**src/rtl/servant_uart_rx.sv**
```systemverilog
// 8N1 serial receiver: 2-flop synchroniser, mid-bit sampling FSM, one-deep valid/ready holding register.
// Byte valid HALF+9*CPB+1 cycles after the synchronised start edge; a byte completing while the register is full and unaccepted is dropped with o_overrun.
module servant_uart_rx #(
    parameter int CLK_FREQ_HZ = 32000000,
    parameter int BAUD_RATE   = 57600
) (
    input  logic       wb_clk,
    input  logic       wb_rst_n,
    input  logic       i_rx,
    output logic [7:0] o_data,
    output logic       o_valid,
    input  logic       i_ready,
    output logic       o_frame_err,
    output logic       o_overrun,
    output logic       o_busy
);
    localparam int CPB  = CLK_FREQ_HZ / BAUD_RATE;
    localparam int HALF = CPB / 2;
    localparam int CW   = $clog2(CPB);
    localparam logic [CW-1:0] HALF_LAST = CW'(HALF - 1);
    localparam logic [CW-1:0] BIT_LAST  = CW'(CPB - 1);

    typedef enum logic [2:0] {IDLE, START, DATA, STOP, BREAK} state_t;

    state_t        state;
    logic          sync_meta;
    logic          rxs;
    logic          first;
    logic [CW-1:0] cnt;
    logic [2:0]    bit_idx;
    logic [7:0]    shreg;
    logic          complete;

    assign complete = (state == STOP) && (cnt == BIT_LAST) && rxs;
    assign o_busy   = (state != IDLE);

    always_ff @(posedge wb_clk or negedge wb_rst_n) begin
        if (!wb_rst_n) begin
            sync_meta   <= 1'b1;
            rxs         <= 1'b1;
            first       <= 1'b1;
            state       <= IDLE;
            cnt         <= '0;
            bit_idx     <= '0;
            shreg       <= '0;
            o_data      <= '0;
            o_valid     <= 1'b0;
            o_frame_err <= 1'b0;
            o_overrun   <= 1'b0;
        end else begin
            sync_meta   <= i_rx;
            rxs         <= sync_meta;
            first       <= 1'b0;
            o_frame_err <= 1'b0;
            o_overrun   <= 1'b0;

            if (o_valid && i_ready) begin
                o_valid <= 1'b0;
            end
            // A completing byte may replace the old one only in the cycle it is accepted.
            if (complete) begin
                if (!o_valid || i_ready) begin
                    o_data  <= shreg;
                    o_valid <= 1'b1;
                end else begin
                    o_overrun <= 1'b1;
                end
            end

            case (state)
                IDLE: begin
                    cnt <= '0;
                    if (!rxs) begin
                        // A line already low straight out of reset must go high before it can start a frame.
                        state <= first ? BREAK : START;
                    end
                end
                START: begin
                    if (cnt == HALF_LAST) begin
                        cnt     <= '0;
                        bit_idx <= '0;
                        state   <= rxs ? IDLE : DATA;
                    end else begin
                        cnt <= cnt + 1'b1;
                    end
                end
                DATA: begin
                    if (cnt == BIT_LAST) begin
                        cnt     <= '0;
                        shreg   <= {rxs, shreg[7:1]};
                        bit_idx <= bit_idx + 3'd1;
                        if (bit_idx == 3'd7) begin
                            state <= STOP;
                        end
                    end else begin
                        cnt <= cnt + 1'b1;
                    end
                end
                STOP: begin
                    if (cnt == BIT_LAST) begin
                        cnt <= '0;
                        if (rxs) begin
                            state <= IDLE;
                        end else begin
                            o_frame_err <= 1'b1;
                            state       <= BREAK;
                        end
                    end else begin
                        cnt <= cnt + 1'b1;
                    end
                end
                BREAK: begin
                    if (rxs) begin
                        state <= IDLE;
                    end
                end
                default: state <= IDLE;
            endcase
        end
    end
endmodule

```
**config.mk**
```make
export PLATFORM = sky130hd
export DESIGN_NAME = servant_uart_rx
export DESIGN_NICKNAME = d
export VERILOG_FILES = /design/src/rtl/servant_uart_rx.sv
export SDC_FILE = /design/constraint.sdc
export NUM_CORES = 1
export LEC_CHECK = 0
export BUFFER_PORTS_ARGS = -buffer_cell sky130_fd_sc_hd__buf_2
export CAP_MARGIN = 5
export CORE_ASPECT_RATIO = 0.75
export CORE_MARGIN = 2
export CORE_UTILIZATION = 55
export CTS_CLUSTER_DIAMETER = 60
export CTS_CLUSTER_SIZE = 40
export DETAILED_ROUTE_END_ITERATION = 16
export PLACE_DENSITY = 0.74
export SLEW_MARGIN = 20
export SYNTH_ARGS = -nofsm -noshare
export SYNTH_HDL_FRONTEND = slang
export SYNTH_SLANG_ARGS = --single-unit
export TNS_END_PERCENT = 1
```
**constraint.sdc**
```tcl
create_clock -name wb_clk -period 3 [get_ports wb_clk]
set_input_delay 0.45 -clock wb_clk [delete_from_list [all_inputs] [get_ports wb_clk]]
set_output_delay 0.45 -clock wb_clk [all_outputs]
set_load 0.02 [all_outputs]
```
==> impl_results.md <==
- Run status: completed
- Final worst slack: 0.961 ns
- Post-DP HPWL: 2.27 mm
- Share of the synthesized area in the top cell type: 0.482
- Worst Max-Slew Pin Slew: 0.855 ns
- Maximum ir drop on the vdd rail: 0.394 mV
- Switching Fraction: 0.317
- Core area: 3220 sq um
- Setup Slack @ Placement: 1.10 ns
- CP arrival: 1.59 ns
- Startpoint Class: register
- R2r worst-path depth: 6
- Root buffer cell: clkbuf_8
- Crit path buf inv count: 1
- Yosys warning total: 0
- CP max FO: 16
- Critical path's largest stage delay: 0.57 ns
- Final hold vios: 0
- Final setup TNS: 0 ns
- Worst Hold Depth: 1
- Clock share of power: 0.296
- Period utilisation layout: 0.680
- Worst hold path type: in -> reg
- Post-placement cell count: 200
- Maxcap violations: 0
- Die W: 70.4 um
- Post-synth ARST share: 1.00
- Site row count: 18
- Top_reg_cell synth: dfrtp_1
- Non-filler cells, final: 208
- RSZ-0062 raised after global routing: no
- Postcts setup bufs: 0
- Starting Density: 0.564
- Initial antenna violation count: 0
- Fin util: 0.622
- H-tree depth: 2
- Crit-path slowest cell: dfrtp_1
- Post-Syn Area: 1820 sq um
- Cell area after layout: 2000 sq um
- Seq pwr share: 0.489
- Clock skew: 0.00638 ns
- Setup-failing EPs final: 0
- Critical path depth: 2
- Vias in the first global route: 1085
- CTS Buffer Depth: 2
- Synthesized Nets: 157
- Most frequent cell after synthesis: dfrtp_1
- Area Overhead vs Synth: 10.3%
- Boundary Pins: 16
- Clock-pin slew on the worst setup and hold paths: 0.08 ns
- Power Dens Cells: 611 nW/um^2
- Vias after detailed routing: 1187
- Synth Area per Inst: 12.3 sq um
- Layout cells sized above 1: 0.363
- Relative slew slack: 0.430
- Sw Pwr: 388 uW
- Cts repair resizes: 0
- Yosys reg bits: 38
- Power share of the combinational group: 0.215
- Yosys top cell by area: dfrtp_1
- First-pass detailed-route iteration total: 4
- CTS tree: built
- Crit-path cells: or3_2 > buf_2
- Worst-skew pair later-pin latency: 0.29 ns
- Yosys cell types: 42
- P_leak: 0.000961 uW
- Reg2reg setup slack: 1.08 ns
- Part of the Yosys area used for sequential elements: 0.525
- Largest net degree at the start of global routing: 39
- CTS Buf Count: 5
- Final Critical Period: 2.04 ns
- Nets: 176
- N_diodes: 0
- Vias per Instance: 5.71
- Worst r2r src: cnt[0]
- Routability cong.: 0.827
- GRT Residual Overflow: 0
- Clock tree sinks: 38
- Die height: 53.8 um
- Top post-synthesis cells by count: 35 x dfrtp_1, 18 x mux2_2, 12 x nor3_1
- Post-synth EDFFs: 0
- CP Capture Type: primary output
- Kind of cell adding the most delay to the critical path: flip-flops
- Top cells by area, synth: dfrtp_1 48%, mux2_2 11%, dfstp_2 4.3%, ha_1 3.4%, nor3_1 3.3%
- CP required: 2.55 ns
- CP Class: reg -> out
- Number of remaining DRC errors: 0
- Final Routed Wirelength: 3.24 mm
- Hold buffers post-CTS: 0
- All-Layer GR Usage: 0.181
- Die ar.: 3780 sq um
- Cell Area, Placed: 1910 sq um
- Initial DRC count: 53
- Min-Delay Endpoint: sync_meta
- Mapped Cells: 148
- Antenna-violating nets left: 0
- Count of final max-slew check failures: 0
- First-pass GRT wire length: 5.12 mm
- PortBufs: 15
- R2r endpoint: state[0]
- DR WL/cell: 15.6 um
- Max Freq: 490 MHz
- Hold_sp: i_rx
- Internal: 835 uW
-- flip-flops by register name, summed over array words and instances (netlist names) --
| register | cells |
|---|---|
| o_data | 8 |
| o_overrun | 1 |
| shreg | 8 |
| rxs | 1 |
| state | 3 |
| bit_idx | 3 |
| first | 1 |
| sync_meta | 1 |
| o_frame_err | 1 |
| o_valid | 1 |
| cnt | 10 |
-- how the worst max path moves through the flow --
stage	startpoint	end
after floorplan	cnt[0]	state[0]
after global placement	cnt[0]	state[0]
after detailed placement	cnt[0]	state[0]
after CTS	state[2]	o_busy
after global routing	state[2]	o_busy
final	state[2]	o_busy
-- power by group through the flow --
stage	Clock [uW]	Sequential, uW	Combinational (uW)
after CTS	368	598	263
after global routing	391	603	284
after global placement	0	604	250
final	362	599	263
after detailed placement	0	607	262
after floorplan	0	571	247
-- per-stage QoR --
step                      hold WS [ns]  power (uW)
after global routing             0.242        1280
after floorplan                  0.154         817
after detailed placement         0.352         870
after global placement           0.347         854
after CTS                        0.245        1230
final                            0.252        1220
-- kinds of logic (layout without fill, tap and decap cells) --
kind of cell / after synthesis / after routing / synth area share
xor+xnor: 2 / 2 / 0.00964
fa+ha+maj: 5 / 5 / 0.0344
compound gates: 19 / 19 / 0.0847
flops: 38 / 38 / 0.525
simple gates: 54 / 54 / 0.186
buf+inv: 8 / 28 / 0.0269
mux: 21 / 21 / 0.131
other cells: 1 / 1 / 0.00206
-- layout make-up --
| class | instances | area, sq um |
|---|---|---|
| Fill cell | 279 | 1220 |
| Clock buffer | 7 | 86.3 |
| Inverter | 5 | 18.8 |
| Clock inverter | 1 | 5.00 |
| Timing Repair Buffer | 15 | 75.1 |
| Tap cell | 40 | 50.0 |
| Multi-Input combinational cell | 102 | 813 |
| Sequential cell | 38 | 955 |
-- per-layer routing --
| layer | vias to the layer above | track usage | routed length [um] |
|---|---|---|---|
| met5 | - | 0 | 0 |
| met4 | 0 | 0.0865 | 55 |
| met3 | 7 | 0.0468 | 131 |
| met2 | 25 | 0.283 | 1470 |
| met1 | 591 | 0.241 | 1580 |
| li1 | 564 | - | - |
-- placed cells by master, fill, tap and decap left out, types with 4 or more instances in the layout --
cell type  synthesis  final
nor3_1            12     12
mux2_2            18     18
a21oi_1            6      6
nand3_1            4      4
nand2_1            9      9
inv_1              4      4
buf_2              0     15
clkbuf_8           0      6
o21ai_0            5      5
dfrtp_1           35     35
nor2_1             9      9
ha_1               5      5
Power figures use the tool's default switching activity.
